File: config.mk
export PLATFORM = sky130hd
export DESIGN_NAME = sync_fifo_flags_flat
export DESIGN_NICKNAME = d
export VERILOG_FILES = /design/src/rtl/sync_fifo_flags_if.sv /design/src/rtl/sync_fifo_flags.sv /design/src/flat_wrapper.sv
export SDC_FILE = /design/constraint.sdc
export NUM_CORES = 1
export LEC_CHECK = 0
export CAP_MARGIN = 20
export CORE_MARGIN = 2
export CORE_UTILIZATION = 55
export CTS_BUF_LIST = sky130_fd_sc_hd__clkbuf_8 sky130_fd_sc_hd__clkbuf_16
export DETAILED_ROUTE_END_ITERATION = 10
export PLACE_DENSITY = 0.88
export SLEW_MARGIN = 20
export SYNTH_ARGS = -nofsm -noshare
export SYNTH_HDL_FRONTEND = slang
export SYNTH_SLANG_ARGS = --single-unit
File: constraint.sdc
create_clock -name clk -period 4.6 [get_ports clk]
set_input_delay 0.92 -clock clk [delete_from_list [all_inputs] [get_ports clk]]
set_output_delay 0.92 -clock clk [all_outputs]
set_load 0.01 [all_outputs]
File: src/rtl/sync_fifo_flags_if.sv
// Handshake and status bundle for sync_fifo_flags; the producer/consumer side
// uses the master modport and the FIFO uses the slave modport.
interface sync_fifo_flags_if #(
   parameter int WIDTH = 32,
   parameter int DEPTH = 16
);
   localparam int CW = $clog2(DEPTH) + 1;

   logic             write_en;
   logic [WIDTH-1:0] data_in;
   logic             read_en;
   logic             err_clr;
   logic [WIDTH-1:0] data_out;
   logic             data_valid;
   logic             empty;
   logic             full;
   logic             almost_empty;
   logic             almost_full;
   logic [CW-1:0]    count;
   logic             overflow;
   logic             underflow;

   modport master (
      output write_en, data_in, read_en, err_clr,
      input  data_out, data_valid, empty, full, almost_empty, almost_full,
             count, overflow, underflow
   );

   modport slave (
      input  write_en, data_in, read_en, err_clr,
      output data_out, data_valid, empty, full, almost_empty, almost_full,
             count, overflow, underflow
   );
endinterface

File: src/rtl/sync_fifo_flags.sv
// Single-clock FIFO with fill count, almost-full/almost-empty thresholds,
// sticky overflow/underflow flags and registered or fall-through read mode.
module sync_fifo_flags #(
   parameter int WIDTH     = 32,
   parameter int DEPTH     = 16,
   parameter int AF_THRESH = DEPTH - 2,
   parameter int AE_THRESH = 2,
   parameter int FWFT      = 0
) (
   input logic            clk,
   input logic            rst,
   sync_fifo_flags_if.slave bus
);
   localparam int AW = $clog2(DEPTH);
   localparam int PW = AW + 1;
   localparam logic [PW-1:0] AF_T = PW'(AF_THRESH);
   localparam logic [PW-1:0] AE_T = PW'(AE_THRESH);

   logic [WIDTH-1:0] mem [DEPTH];
   logic [PW-1:0]    wr_ptr;
   logic [PW-1:0]    rd_ptr;
   logic [PW-1:0]    count_w;
   logic             empty_w;
   logic             full_w;
   logic             wr_acc;
   logic             rd_acc;
   logic             overflow_r;
   logic             underflow_r;

   // Pointer width carries one extra wrap bit so full and empty stay distinct.
   assign count_w = wr_ptr - rd_ptr;
   assign empty_w = (wr_ptr == rd_ptr);
   assign full_w  = (wr_ptr[AW] != rd_ptr[AW]) &&
                    (wr_ptr[AW-1:0] == rd_ptr[AW-1:0]);

   assign wr_acc = bus.write_en & ~full_w;
   assign rd_acc = bus.read_en  & ~empty_w;

   always_ff @(posedge clk or posedge rst) begin
      if (rst) begin
         wr_ptr <= '0;
         rd_ptr <= '0;
      end else begin
         if (wr_acc) wr_ptr <= wr_ptr + 1'b1;
         if (rd_acc) rd_ptr <= rd_ptr + 1'b1;
      end
   end

   always_ff @(posedge clk) begin
      if (wr_acc) mem[wr_ptr[AW-1:0]] <= bus.data_in;
   end

   // A new error event in the same cycle as err_clr keeps the flag set.
   always_ff @(posedge clk or posedge rst) begin
      if (rst) begin
         overflow_r  <= 1'b0;
         underflow_r <= 1'b0;
      end else begin
         if (bus.write_en & full_w)      overflow_r <= 1'b1;
         else if (bus.err_clr)           overflow_r <= 1'b0;
         if (bus.read_en & empty_w)      underflow_r <= 1'b1;
         else if (bus.err_clr)           underflow_r <= 1'b0;
      end
   end

   assign bus.count        = count_w;
   assign bus.empty        = empty_w;
   assign bus.full         = full_w;
   assign bus.almost_full  = (count_w >= AF_T);
   assign bus.almost_empty = (count_w <= AE_T);
   assign bus.overflow     = overflow_r;
   assign bus.underflow    = underflow_r;

   generate
      if (FWFT != 0) begin : g_fwft
         // Head word is presented directly; masked to zero while nothing is stored.
         assign bus.data_out   = empty_w ? '0 : mem[rd_ptr[AW-1:0]];
         assign bus.data_valid = ~empty_w;
      end else begin : g_std
         logic [WIDTH-1:0] rd_data_p1;
         logic             vld_p1;

         // p0 -> p1: storage read registered on an accepted pop.
         always_ff @(posedge clk or posedge rst) begin
            if (rst) begin
               rd_data_p1 <= '0;
               vld_p1     <= 1'b0;
            end else begin
               vld_p1 <= rd_acc;
               if (rd_acc) rd_data_p1 <= mem[rd_ptr[AW-1:0]];
            end
         end

         assign bus.data_out   = rd_data_p1;
         assign bus.data_valid = vld_p1;
      end
   endgenerate
endmodule

File: src/flat_wrapper.sv
// flat-port wrapper written by rule: the top's interface ports become plain ports
module sync_fifo_flags_flat 
#(
   parameter int WIDTH     = 32,
   parameter int DEPTH     = 16,
   parameter int AF_THRESH = DEPTH - 2,
   parameter int AE_THRESH = 2,
   parameter int FWFT      = 0
)
  (clk, rst, bus_write_en, bus_data_in, bus_read_en, bus_err_clr, bus_data_out, bus_data_valid, bus_empty, bus_full, bus_almost_empty, bus_almost_full, bus_count, bus_overflow, bus_underflow);
  sync_fifo_flags_if #(.WIDTH(WIDTH), .DEPTH(DEPTH)) bus_i ();
  input logic clk;
  input logic rst;
  input wire logic [$bits(bus_i.write_en)-1:0] bus_write_en;
  input wire logic [$bits(bus_i.data_in)-1:0] bus_data_in;
  input wire logic [$bits(bus_i.read_en)-1:0] bus_read_en;
  input wire logic [$bits(bus_i.err_clr)-1:0] bus_err_clr;
  output wire logic [$bits(bus_i.data_out)-1:0] bus_data_out;
  output wire logic [$bits(bus_i.data_valid)-1:0] bus_data_valid;
  output wire logic [$bits(bus_i.empty)-1:0] bus_empty;
  output wire logic [$bits(bus_i.full)-1:0] bus_full;
  output wire logic [$bits(bus_i.almost_empty)-1:0] bus_almost_empty;
  output wire logic [$bits(bus_i.almost_full)-1:0] bus_almost_full;
  output wire logic [$bits(bus_i.count)-1:0] bus_count;
  output wire logic [$bits(bus_i.overflow)-1:0] bus_overflow;
  output wire logic [$bits(bus_i.underflow)-1:0] bus_underflow;
  assign bus_i.write_en = bus_write_en;
  assign bus_i.data_in = bus_data_in;
  assign bus_i.read_en = bus_read_en;
  assign bus_i.err_clr = bus_err_clr;
  assign bus_data_out = bus_i.data_out;
  assign bus_data_valid = bus_i.data_valid;
  assign bus_empty = bus_i.empty;
  assign bus_full = bus_i.full;
  assign bus_almost_empty = bus_i.almost_empty;
  assign bus_almost_full = bus_i.almost_full;
  assign bus_count = bus_i.count;
  assign bus_overflow = bus_i.overflow;
  assign bus_underflow = bus_i.underflow;
  sync_fifo_flags #(.WIDTH(WIDTH), .DEPTH(DEPTH), .AF_THRESH(AF_THRESH), .AE_THRESH(AE_THRESH), .FWFT(FWFT)) u_core (.clk(clk), .rst(rst), .bus(bus_i));
endmodule
==> qor.csv, run 1 <==
stage,metric,value,unit
clocking,tritoncts,yes,
synthesis,synth.avg_cell_area,18.6,um^2
final_layout,filler_cell_count,2461,
power,powerDensity,636,nW/um^2
worst_setup_path,timing.critical_path.fanout_max,4,
drt,wire_length_after_detailed_routing,50300,um
clocking,clkTransAtPathRegs,60,ps
final_layout,fraction_of_final_layout_cells_sized_beyond_drive_strength_1,15.9,%
clocking,numClockSinks,557,
drt,post_drt_via_cell_ratio,6.43,
drt,drt.antenna.violating_nets,0,
drt,detailroute.via_count,11803,
global_route,grt_first_pass_wirelength,74700,um
power,power.static_leakage,0.00851,uW
global_route,grt_use_total,24.7,%
clocking,worst_skew_pair.late_latency,590,ps
worst_setup_path,critical_path_class,reg2out,
outcome,outcome,finished clean,
sta,achievable-frequency,0.252,GHz
final_layout,layout_commonest_cell,sky130_fd_sc_hd__edfxtp_1,
synthesis,synth_net_count,1209,
synthesis,netlist_area,21600,um^2
sta,period_share,86.3,%
synthesis,asyncSetResetFlopFracSynth,8.08,%
drt,drtIter0Drc,1164,
synthesis,synth_flop_cell,sky130_fd_sc_hd__edfxtp_1,
clocking,number_of_instances_resized_during_post_cts_repair,0,
final_layout,area_delta_synth_final,15.1,%
global_route,grt_antenna_before_repair,1,
synthesis,synth.distinct_cells,39,
worst_setup_path,worst-endpoint-required,3680,ps
worst_setup_path,path_delay_family,buffers and inverters,
clocking,cts-buffers-inserted,53,
die,core.rowCount,72,
worst_setup_path,arrival,3050,ps
clocking,clock_tree.htree_level_count,2,
worst_setup_path,category_of_the_worst_setup_path_capture_point,output port,
drt,drc_errors_left,0,
flow_run,maxCapViolCount,0,
sta,fin_skew,26.2,ps
power,vdd_drop_max,461,uV
worst_setup_path,timing.critical_path.slowest_stage_cell,sky130_fd_sc_hd__clkdlybuf4s50_1,
placed_design,routabilityCongestion,0.786,
clocking,post_cts_hold_buffers,0,
die,die_w,202,um
synthesis,yosys_warnings,0,
drt,detailed_routing_iteration_count_for_the_pre_antenna_repair_pass,6,
worst_setup_path,cp.buffers_inverters,3,
sta,finalWorstPathRequiredPeriod,3970,ps
die,dieArea,41000,um^2
drt,detail_route.wl_per_cell,27.4,um
die,starting_density,55.9,%
worst_setup_path,worst_path_largest_cell_delay,570,ps
clocking,ctsLongestPathBuffers,3,
worst_setup_path,cell_occurring_most_often_along_the_worst_timing_path,sky130_fd_sc_hd__inv_1,
die,coreArea,38700,um^2
final_layout,final_net_count,1319,
sta,maxSlewViolCount,0,
clocking,cts.root.buffer_cell,sky130_fd_sc_hd__clkbuf_16,
synthesis,postSynthCellCount,1162,
sta,finalHoldViolations,0,
worst_hold_path,hold_start,u_core.rd_ptr[4],
worst_setup_path,start_point_of_the_critical_path,u_core.wr_ptr[0],
final_layout,final_cell_mix,"sky130_fd_sc_hd__edfxtp_1, sky130_fd_sc_hd__mux2i_1, sky130_fd_sc_hd__clkdlybuf4s50_1",
sta,finalSetupViolations,0,
synthesis,post_synth_edffs,512,
worst_setup_path,regToRegStartpoint,u_core.rd_ptr[2],
clocking,postCtsSetupRepairBufs,0,
worst_hold_path,timing.hold.worst.class,reg2reg,
global_route,grt_overflow_total,0,
placed_design,buffer_ports.inserted,80,
die,ioPinCount,81,
placed_design,place.detailed.hpwl,27800,um
global_route,grt_start_max_net_pins,103,
sta,tightest_slew,1020,ps
synthesis,synth.ff_latch_count,557,
sta,fin_hold_ws,533,ps
synthesis,synth_seq_area_share,76.2,%
worst_setup_path,worstPathCellList,inv_1 > ha_1 > inv_1 > fa_1 > a21o_1 > a21oi_1 > xnor2_1 > a211oi_1 > clkdlybuf4s50_1,
sta,rsz0062_at_grt,false,
global_route,via_count_of_the_first_global_routing_pass,12152,
sta,max-slew-margin-rel,31.6,%
die,die_y,202,um
sta,setup_total_negative_slack,0,ps
worst_setup_path,critPathLaunchType,flip-flop,
final_layout,multiInputGateArea,4800,um^2
final_layout,register_area,16500,um^2
==> worst reg2reg max path: cells and delay by family (launching register included) <==
kind	cells	cell delay [ps]
flops	1	400
simple gates	2	1100
compound gates	2	550
buf+inv	2	1330
==> cell type report <==
| cell class | count | share of cell area, % |
|---|---|---|
| antenna | 1 | 0.0100 |
| clock buffer | 64 | 5.93 |
| clock inverter | 35 | 1.22 |
| inverter | 12 | 0.181 |
| multi-input combinational | 527 | 19.3 |
| sequential | 557 | 66.3 |
| tap | 518 | 2.60 |
| timing repair buffer | 121 | 4.50 |
==> registers in the layout, summed over array words and instances, names as in the netlist <==
name,cells
u_core.bus.data_out,32
u_core.bus.data_valid,1
u_core.bus.overflow,1
u_core.bus.underflow,1
u_core.mem,512
u_core.rd_ptr,5
u_core.wr_ptr,5
==> per-stage QoR <==
step / cells / area, um^2 / setup WS [ps] / total power, uW / utilization (%)
after floorplan: 1162 / 21700 / 805 / 9740 / -
after global placement: 1735 / 23100 / 1230 / 11200 / 59.7
after detailed placement: 1735 / 23100 / 1130 / 11400 / 59.7
after CTS: 1834 / 24900 / 631 / 15900 / 64.3
after global routing: 1835 / 24900 / 487 / 16400 / 64.3
final: 1835 / 24900 / 631 / 15800 / 64.3
==> where the power goes <==
group	switching [uW]	leakage, uW	internal, uW	total, uW
registers	312	0.00514	6210	6520
logic	2900	0.00244	2010	4910
clock network	1840	0.000930	2560	4400
total	5050	0.00851	10800	15800
==> path summary, 6_finish.rpt <==
| check | endpoint | slack [ps] | cells after the start |
|---|---|---|---|
| max in group asynchronous | u_core.rd_ptr[0] | 2970 | 3 |
| max reg2reg | u_core.bus.data_out[15] | 1130 | 6 |
| min in group asynchronous | u_core.bus.overflow | 740 | 2 |
| min reg2reg | u_core.rd_ptr[4] | 530 | 1 |
| max | bus_almost_empty | 630 | 9 |
| min | u_core.rd_ptr[4] | 530 | 1 |
==> synthesized netlist by cell type, types with 15 or more instances <==
master                       n  area (um^2)
sky130_fd_sc_hd__dfrtp_1    45         1130
sky130_fd_sc_hd__a221oi_1   32          280
sky130_fd_sc_hd__clkbuf_1   18         67.6
sky130_fd_sc_hd__buf_6      15          169
sky130_fd_sc_hd__mux4_2     32          721
sky130_fd_sc_hd__o22ai_1    34          213
sky130_fd_sc_hd__mux2i_1   192         1920
sky130_fd_sc_hd__buf_2      21          105
sky130_fd_sc_hd__nor2_1     78          293
sky130_fd_sc_hd__a31oi_1    32          200
sky130_fd_sc_hd__o21ai_0    25          125
sky130_fd_sc_hd__o22ai_2    30          375
sky130_fd_sc_hd__edfxtp_1  512        15400
==> cells by family (layout without fill, tap and decap cells) <==
family          Yosys count  count (layout)  share of synthesized area (%)
simple gates            108             108                           2.13
xor+xnor                 12              12                          0.485
other cells               0               1                              0
compound gates          173             173                           6.10
flops                   557             557                           76.2
mux                     224             224                           12.2
fa+ha+maj                10              10                          0.613
buf+inv                  78             232                           2.24
==> routing by layer <==
metal / part of all wire (%) / up-vias / global-route usage [%] / wire (um)
met5: 0 / - / 0 / 0
met4: 4.2 / 0 / 11.6 / 2120
li1: - / 4888 / - / -
met3: 9.0 / 151 / 4.50 / 4520
met2: 51 / 772 / 41.8 / 25700
met1: 36 / 5992 / 31.0 / 17900
No activity file was read; power rests on OpenSTA's default activity.
==> inputs of run 2 (changes only) <==
Settings changed: CORE_ASPECT_RATIO from default to 1.5.
==> run 2 against run 1 <==
Hold slack got worse by 0.87 ps; die area hardly changed; highest routed layer unchanged; clock power is 12% lower; register-to-register slack got worse by 60 ps; fmax down 3.3%; flip-flop and latch count is the same; clock-buffer cell count fell by 14; combinational power shrank 2%; via count decreased by 2.5%.
==> qor.csv, run 2 (synthesis results as in run 1) <==
stage,metric,value,unit,change
outcome,outcome,finished clean,,
power,internal_power,10300,uW,-4.3%
power,clkPwrFrac,25.3,%,-2.5 points
worst_setup_path,category_of_the_worst_setup_path_capture_point,output port,,
clocking,cts.root.buffer_cell,sky130_fd_sc_hd__clkbuf_16,,
sta,period_share,89.2,%,+3.0 points
clocking,numClockSinks,557,,unchanged
final_layout,largest_register_ff_count,512,,unchanged
sta,fin_skew,29.1,ps,+2.92 ps
power,power.static_leakage,0.00834,uW,-1.9%
worst_setup_path,worstPathCellList,inv_1 > ha_1 > nor2b_1 > o21a_1 > or3_1 > a211oi_1 > clkdlybuf4s50_1,,
final_layout,area_delta_synth_final,13.6,%,
die,dieArea,41000,um^2,about the same
drt,post_drt_via_cell_ratio,6.41,,-0.38%
final_layout,final_design_area_no_fill,24600,um^2,-1.3%
power,seq_power_share,43.1,%,+1.9 points
worst_setup_path,worst-endpoint-required,3680,ps,about the same
power,power_switching,4910,uW,-2.8%
final_layout,filler_cell_count,2438,,-0.93%
global_route,grt_start_max_net_pins,57,,-45%
worst_setup_path,critical_path_class,reg2out,,
global_route,grt_antenna_before_repair,0,,-1
clocking,number_of_instances_resized_during_post_cts_repair,0,,unchanged
global_route,grt_overflow_total,0,,unchanged
clocking,tritoncts,yes,,
global_route,grt_first_pass_wirelength,72100,um,-3.5%
clocking,worst_skew_pair.late_latency,590,ps,about the same
clocking,cts-buffers-inserted,46,,-13%
clocking,clkTransAtPathRegs,70,ps,about the same
final_layout,final_cell_mix,"sky130_fd_sc_hd__edfxtp_1, sky130_fd_sc_hd__mux2i_1, sky130_fd_sc_hd__clkdlybuf4s50_1",,
sta,finalSetupViolations,0,,unchanged
sta,finalWorstPathRequiredPeriod,4110,ps,+136 ps
global_route,grt_use_total,23.5,%,-1.1 points
die,coreArea,39100,um^2,+0.90%
clocking,ctsLongestPathBuffers,3,,unchanged
worst_setup_path,critPathLaunchType,flip-flop,,
final_layout,fraction_of_final_layout_cells_sized_beyond_drive_strength_1,14.3,%,-1.6 points
sta,finalHoldViolations,0,,unchanged
worst_setup_path,path_delay_family,buffers and inverters,,
sta,tightest_slew,1080,ps,+53.0 ps
placed_design,buffer_ports.inserted,80,,unchanged
die,die_y,247,um,+22%
sta,final.setup.worst_slack,495,ps,-136 ps
placed_design,dp_worst_setup_slack,1070,ps,-57.7 ps
sta,rsz0062_at_grt,false,,
flow_run,maxCapViolCount,0,,unchanged
placed_design,routabilityCongestion,0.807,,+2.7%
power,switching_fraction_of_total_power,32.2,%,+0.32 points
die,core.rowCount,89,,+24%
worst_setup_path,worst_path_largest_cell_delay,620,ps,+50 ps
sta,achievable-frequency,0.244,GHz,-3.3%
final_layout,antenna-diode-count,0,,-1
clocking,post_cts_hold_buffers,0,,unchanged
power,powerDensity,620,nW/um^2,-2.5%
sta,max-slew-margin-rel,28.1,%,-3.5 points
sta,setup_total_negative_slack,0,ps,unchanged
drt,drt.antenna.violating_nets,0,,unchanged
placed_design,placed_standard_cell_area,23100,um^2,-0.22%
die,starting_density,55.4,%,-0.50 points
worst_setup_path,timing.critical_path.fanout_max,17,,+13
sta,maxSlewViolCount,0,,unchanged
worst_setup_path,arrival,3190,ps,+140 ps
placed_design,place.detailed.hpwl,27800,um,-0.19%
drt,detailroute.via_count,11508,,-2.5%
final_layout,layout_commonest_cell,sky130_fd_sc_hd__edfxtp_1,,
power,share_comb_of_total_power,31.6,%,+0.6 points
drt,wire_length_after_detailed_routing,48800,um,-2.9%
power,vdd_drop_max,338,uV,-27%
die,die_w,166,um,-18%
worst_setup_path,timing.critical_path.slowest_stage_cell,sky130_fd_sc_hd__dfrtp_4,,
final_layout,final_net_count,1306,,-0.99%
drt,drtIter0Drc,1237,,+6.3%
global_route,via_count_of_the_first_global_routing_pass,11913,,-2.0%
drt,detailed_routing_iteration_count_for_the_pre_antenna_repair_pass,6,,unchanged
clocking,clock_tree.htree_level_count,2,,unchanged
die,ioPinCount,81,,unchanged
worst_setup_path,cp.buffers_inverters,2,,-1
worst_hold_path,timing.hold.worst.class,reg2reg,,
clocking,postCtsSetupRepairBufs,0,,unchanged
drt,detail_route.wl_per_cell,27.2,um,-0.76%
drt,drc_errors_left,0,,unchanged
## run 2: per-stage QoR
stage	hold slack [ps]	util [%]	power [uW]	instances
final	532	62.9	15200	1796
after global routing	581	62.9	15800	1796
after CTS	541	62.9	15200	1796
after detailed placement	530	59.0	11400	1711
after global placement	511	59.0	11200	1711
after floorplan	502	-	9740	1162
## run 2: final timing paths
path / startpoint / endpoint / slack, ps / cells past startpoint
min in group asynchronous: rst / u_core.wr_ptr[0] / 700 / 2
max reg2reg: u_core.rd_ptr[1] / u_core.mem[10][29] / 1070 / 7
max in group asynchronous: rst / u_core.bus.data_out[29] / 3020 / 3
max: u_core.rd_ptr[1] / bus_almost_empty / 490 / 7
min reg2reg: u_core.bus.underflow / u_core.bus.underflow / 530 / 2
min: u_core.bus.underflow / u_core.bus.underflow / 530 / 2
## run 2: power groups by stage
stage / combinational (uW) / sequential, uW / clock (uW)
final: 4820 / 6560 / 3860
after global routing: 5090 / 6610 / 4060
after CTS: 4800 / 6560 / 3880
after detailed placement: 4730 / 6640 / 0
after global placement: 4590 / 6600 / 0
after floorplan: 3180 / 6550 / 0
## run 2: per-layer routing
layer | routed length, um | track usage, %
met1 | 17100 | 27.7
met2 | 26100 | 42.8
met3 | 3460 | 3.19
met4 | 2200 | 11.3
met5 | 0 | 0
## run 2: worst min-delay path, stage by stage (launching register included)
cell and delay (ps):
sky130_fd_sc_hd__dfrtp_1 380, sky130_fd_sc_hd__inv_1 50, sky130_fd_sc_hd__o21ai_0 60
## run 2: cell type report
class / instances / area [um^2] / share of cell area [%]
Clock buffer: 50 / 1210 / 4.91
Tap cell: 500 / 626 / 2.54
Multi-Input combinational cell: 527 / 4810 / 19.6
Timing Repair Buffer: 115 / 1090 / 4.43
Clock inverter: 35 / 298 / 1.21
Inverter: 12 / 45.0 / 0.183
Sequential cell: 557 / 16500 / 67.2
